`config.mk`:
```
export PLATFORM = sky130hd
export DESIGN_NAME = spi_mstr
export DESIGN_NICKNAME = d
export VERILOG_FILES = /design/src/rtl/spi_mstr.sv
export SDC_FILE = /design/constraint.sdc
export NUM_CORES = 1
export LEC_CHECK = 0
export CAP_MARGIN = 40
export CORE_MARGIN = 1
export CORE_UTILIZATION = 50
export CTS_BUF_LIST = sky130_fd_sc_hd__clkbuf_4 sky130_fd_sc_hd__clkbuf_8
export DETAILED_ROUTE_END_ITERATION = 8
export GPL_TIMING_DRIVEN = 0
export PLACE_DENSITY = 0.76
export SYNTH_ARGS = -nofsm -noshare
export SYNTH_HDL_FRONTEND = slang
export SYNTH_SLANG_ARGS = --single-unit
```
`constraint.sdc`:
```
create_clock -name clk -period 2.5 [get_ports clk]
set_input_delay 0.25 -clock clk [delete_from_list [all_inputs] [get_ports clk]]
set_output_delay 0.25 -clock clk [all_outputs]
set_load 0.01 [all_outputs]
```
`src/rtl/spi_mstr.sv`:
```
// spi_mstr: mode-0 SPI bus master, 16-bit full-duplex transfers with five decoded active-low selects.
// Build option SPI_MISO_SYNC_EN inserts a two-flop synchronizer on MISO ahead of the RX shifter.
module spi_mstr #(
  parameter int SCLK_DIV = 32
) (
  input  logic        clk,
  input  logic        rst_n,
  input  logic        wrt_SPI,
  input  logic [15:0] SPI_data,
  input  logic [2:0]  ss,
  input  logic        MISO,
  output logic        SCLK,
  output logic        MOSI,
  output logic        ch1_ss_n,
  output logic        ch2_ss_n,
  output logic        ch3_ss_n,
  output logic        EEP_ss_n,
  output logic        trig_ss_n,
  output logic        SPI_done,
  output logic [15:0] rd_data
);

  localparam int H = SCLK_DIV / 2;
  localparam int HC_W = (H > 1) ? $clog2(H) : 1;
  localparam logic [HC_W-1:0] H_LAST = HC_W'(H - 1);

  typedef enum logic [1:0] {IDLE, FRONT, SHIFT, BACK} state_t;

  state_t          state, nxt_state;
  logic [HC_W-1:0] h_cnt;
  logic [3:0]      bit_cnt;
  logic [15:0]     tx_sr;
  logic [15:0]     rx_sr;
  logic [4:0]      sel_n;
  logic            miso_s;
  logic            h_last;
  logic            accept;
  logic            rise;
  logic            fall;
  logic            last_fall;
  logic            finish;

  // Select vector order is {trig, EEP, ch3, ch2, ch1}; unlisted codes select nothing.
  function automatic logic [4:0] decode_sel(input logic [2:0] code);
    case (code)
      3'b001:  decode_sel = 5'b11110;
      3'b010:  decode_sel = 5'b11101;
      3'b011:  decode_sel = 5'b11011;
      3'b100:  decode_sel = 5'b10111;
      3'b111:  decode_sel = 5'b01111;
      default: decode_sel = 5'b11111;
    endcase
  endfunction

`ifdef SPI_MISO_SYNC_EN
  logic miso_m1;
  logic miso_m2;

  always_ff @(posedge clk) begin
    miso_m1 <= MISO;
    miso_m2 <= miso_m1;
  end

  assign miso_s = miso_m2;
`else
  assign miso_s = MISO;
`endif

  assign h_last    = (h_cnt == H_LAST);
  assign last_fall = fall && (bit_cnt == 4'hF);

  always_comb begin
    nxt_state = state;
    accept    = 1'b0;
    rise      = 1'b0;
    fall      = 1'b0;
    finish    = 1'b0;
    case (state)
      IDLE: begin
        if (wrt_SPI) begin
          accept    = 1'b1;
          nxt_state = FRONT;
        end
      end
      FRONT: begin
        if (h_last) begin
          rise      = 1'b1;
          nxt_state = SHIFT;
        end
      end
      SHIFT: begin
        if (h_last) begin
          if (!SCLK) begin
            rise = 1'b1;
          end else begin
            fall = 1'b1;
            if (bit_cnt == 4'hF) nxt_state = BACK;
          end
        end
      end
      BACK: begin
        if (h_last) begin
          finish    = 1'b1;
          nxt_state = IDLE;
        end
      end
      default: nxt_state = IDLE;
    endcase
  end

  always_ff @(posedge clk or negedge rst_n) begin
    if (!rst_n) state <= IDLE;
    else        state <= nxt_state;
  end

  // bit_cnt advances on each fall, so it equals the index of the rise just completed.
  always_ff @(posedge clk or negedge rst_n) begin
    if (!rst_n) begin
      h_cnt    <= '0;
      bit_cnt  <= '0;
      SCLK     <= 1'b0;
      MOSI     <= 1'b0;
      sel_n    <= '1;
      SPI_done <= 1'b0;
      rd_data  <= '0;
    end else begin
      SPI_done <= finish;

      if (accept || h_last)  h_cnt <= '0;
      else if (state != IDLE) h_cnt <= h_cnt + 1'b1;

      if (accept)    bit_cnt <= '0;
      else if (fall) bit_cnt <= bit_cnt + 1'b1;

      if (rise)      SCLK <= 1'b1;
      else if (fall) SCLK <= 1'b0;

      if (accept)                  MOSI <= SPI_data[15];
      else if (fall && !last_fall) MOSI <= tx_sr[14];
      else if (finish)             MOSI <= 1'b0;

      if (accept)      sel_n <= decode_sel(ss);
      else if (finish) sel_n <= '1;

      if (finish) rd_data <= rx_sr;
    end
  end

  // Shift registers carry data only; every bit is rewritten before it is used.
  always_ff @(posedge clk) begin
    if (accept)                  tx_sr <= SPI_data;
    else if (fall && !last_fall) tx_sr <= {tx_sr[14:0], 1'b0};

    if (rise) rx_sr <= {rx_sr[14:0], miso_s};
  end

  assign {trig_ss_n, EEP_ss_n, ch3_ss_n, ch2_ss_n, ch1_ss_n} = sel_n;

endmodule

```
==> impl_metrics.json <==
{
  "status": "finished with violations",
  "violations": "negative hold slack",
  "core_area_sq_mm": 0.00520,
  "die_area_sq_mm": 0.00582,
  "synth_seq_area_share_pct": 64.8,
  "synth_cell_type_count": 38,
  "worstSetupStartpointType": "flop",
  "slew_violations": 0,
  "combPwrFrac_pct": 24.6,
  "power_frac_seq_pct": 45.3,
  "vias_per_cell": 5.00,
  "worstPathCellList": "inv_1 > ha_1 > nand2_1 > clkbuf_1 > buf_2 > nand2_2",
  "cp-end-kind": "flop",
  "slowest_stage": "dfrtp_1",
  "antenna_found_initial": 0,
  "synth-simple-area-share_pct": 15.1,
  "power.density_mw_per_mm2": 898,
  "maxCapViolCount": 0,
  "syn_inst": 215,
  "synth_warnings": 0,
  "cts_hold_buffers": 0,
  "ios": 47,
  "ctsHtreeMaxLevel": 3,
  "slew_headroom_pct": 48.9,
  "clock-root-buffer": "clkbuf_8",
  "swShare_pct": 28.6,
  "die_y_um": 76.3,
  "globalplace.congestion": 0.785,
  "grt_pass1_vias": 1777,
  "p_int_uw": 2260,
  "p_switching_uw": 903,
  "synthAdderAreaFrac_pct": 3.90,
  "ys_seq_elements": 65,
  "fin_skew_ns": 0.00886,
  "clockPowerShare_pct": 30.1,
  "setup_tns_ns": 0,
  "drive_gt1_share_pct": 17.7,
  "ant_nets": 0,
  "dpl_worst_slack_ns": 0.112,
  "drt-initial-drc-count": 111,
  "wl_um": 4830,
  "antenna_cells": 0,
  "area_growth_pct": 27.5,
  "crit_path_max_fanout": 15,
  "criticalPathCategory": "reg2reg",
  "fin_crit_ns": 2.15,
  "worst_hold_slack_ns": -0.00761,
  "synthMuxAreaShare_pct": 8.30,
  "cts_tree": "done",
  "numCtsBuffers": 9,
  "grt_overflow_total": 0,
  "synth.avg_cell_area_sq_um": 12.8,
  "groute.usage.overall_pct": 19.2,
  "hold_class": "in2async",
  "numClockSinks": 65,
  "ys_async_sr_fraction_pct": 52.3,
  "synth_top_family_by_area": "simple AND/OR/NAND/NOR gates",
  "port_buffers": 46,
  "required_ns": 2.51,
  "die_x_um": 76.3,
  "post_cts_buffers": 0,
  "synthFlopType": "edfxtp_1",
  "setup_viol": 0,
  "leakage_uw": 0.00151,
  "fmax_mhz": 466,
  "cp_slowest_stage_delay_ns": 0.40,
  "synth_fp_nets": 246,
  "dpl.hpwl_um": 3240,
  "grt_max_degree": 35,
  "final-hold-violation-count": 14,
  "fillers": 390,
  "rsz0062_at_grt": "no",
  "layout.nets": 303,
  "syn_area_sq_mm": 0.00276,
  "grt_pass1_wl_um": 8470,
  "synth_edf_count": 31,
  "floorplan.initialDensity_pct": 53.0,
  "wl_per_cell_um": 13.9,
  "crit_arrival_ns": 2.15,
  "cts_buffer_depth": 2,
  "vias": 1734,
  "power.total_uw": 3160,
  "synth_xor_area_share_pct": 1.27,
  "clk_latency_ns": 0.33,
  "fin_crit_sh_pct": 85.9,
  "rows": 26,
  "r2r_slack_ns": 0.35,
  "final.setup.worst_slack_ns": 0.352,
  "firstDrtPassIters": 4,
  "synth_compound_area_share_pct": 4.49,
  "drc": 0,
  "timing_worst_slew_pin_value_ns": 0.767,
  "cts.clk_slew.worst_paths_ns": 0.07,
  "vdd_drop_max_uv": 557
}
final cells by class:
class	count	area (sq um)	area share, %
flip-flops and latches	65	1790	50.8
multi-input cells	137	915	26.0
repair buffers	46	455	12.9
clock buffers	10	131	3.73
well taps	70	87.6	2.49
clock inverters	6	82.6	2.35
plain buffers	6	33.8	0.960
inverters	7	26.3	0.747
registers in the layout, indices dropped and copies added, names as in the netlist:
register	count
h_cnt	4
bit_cnt	4
SCLK	1
SPI_done	1
sel_n	5
MOSI	1
rd_data	16
rx_sr	16
state	2
tx_sr	15
power by group through the flow:
stage | sequential, uW | combinational (uW) | clock [uW]
floorplan | 1450 | 503 | 0
global placement | 1450 | 757 | 0
detailed placement | 1450 | 777 | 0
CTS | 1430 | 784 | 966
global route | 1450 | 879 | 1020
finish | 1430 | 778 | 951
synth_stat cells, drive strengths merged (2+ instances only):
library cell | count | share of area, %
ha | 7 | 3.2
dfstp | 5 | 4.8
inv | 7 | 0.95
nand3 | 7 | 1.6
o21ai | 6 | 1.4
a21oi | 6 | 1.1
nor3 | 8 | 1.5
xnor2 | 3 | 0.95
edfxtp | 31 | 34
dfrtp | 29 | 26
nand2 | 51 | 6.9
a21o | 2 | 0.54
buf | 5 | 1.1
nand4 | 2 | 1.0
mux2 | 17 | 8.3
and3 | 2 | 0.45
nor2 | 11 | 1.6
nor2b | 3 | 0.68
cell usage in the layout (no fill, tap or decap), drive strengths merged, types with 3 or more instances in the layout:
cell type / instances
inv: 7
xnor2: 3
edfxtp: 31
nor2b: 3
nor3: 8
ha: 7
nand3: 7
buf: 6
mux2: 17
o21ai: 6
dfrtp: 29
dfstp: 5
clkbuf: 11
nor2: 11
clkdlybuf4s50: 45
a21oi: 6
nand2: 51
clkinv: 4
final timing paths:
path | start | to | cells past startpoint
hold / removal | rst_n | rd_data[11] | 1
hold reg to reg | rx_sr[6] | rx_sr[7] | 0
setup / recovery | state[1] | tx_sr[0] | 6
setup reg to reg | state[1] | tx_sr[0] | 6
min in group clk | rx_sr[6] | rx_sr[7] | 0
max in group asynchronous | rst_n | bit_cnt[1] | 1
routing by layer:
layer	up-vias	track usage (%)	wire length (um)
met5	-	0	0
met1	835	26.0	2370
met2	36	29.5	2260
met3	2	5.63	178
met4	0	7.12	30
li1	861	-	-
stage by stage:
stage               util (%)  instances  cell area [sq um]
floorplan                  -        215               2760
global placement        63.6        331               3310
detailed placement      63.5        331               3300
CTS                     67.6        347               3520
global route            67.6        347               3520
finish                  67.6        347               3520
cell families (layout without fill, tap and decap cells):
family                     count (synthesis)  in the layout
DFF                                       65             65
muxes                                     17             17
buffers and inverters                     13             75
and+or+nand+nor                           89             89
xor gates and xnor gates                   4              4
adders and majority gates                  8              8
AOI/OAI and AO/OA                         19             19
worst max-delay path, delay by kind of cell, from the launching register on:
family	cells	cell delay [ns]
flops	1	0.40
simple gates	2	0.37
fa+ha+maj	1	0.29
buf+inv	3	0.76
repair_timing:
action                     in CTS  in global routing
resized for setup               0                  1
setup endpoints to repair       0                 15
hold endpoints to repair        0                  0
Note: power is estimated with default switching activity, not from simulation.
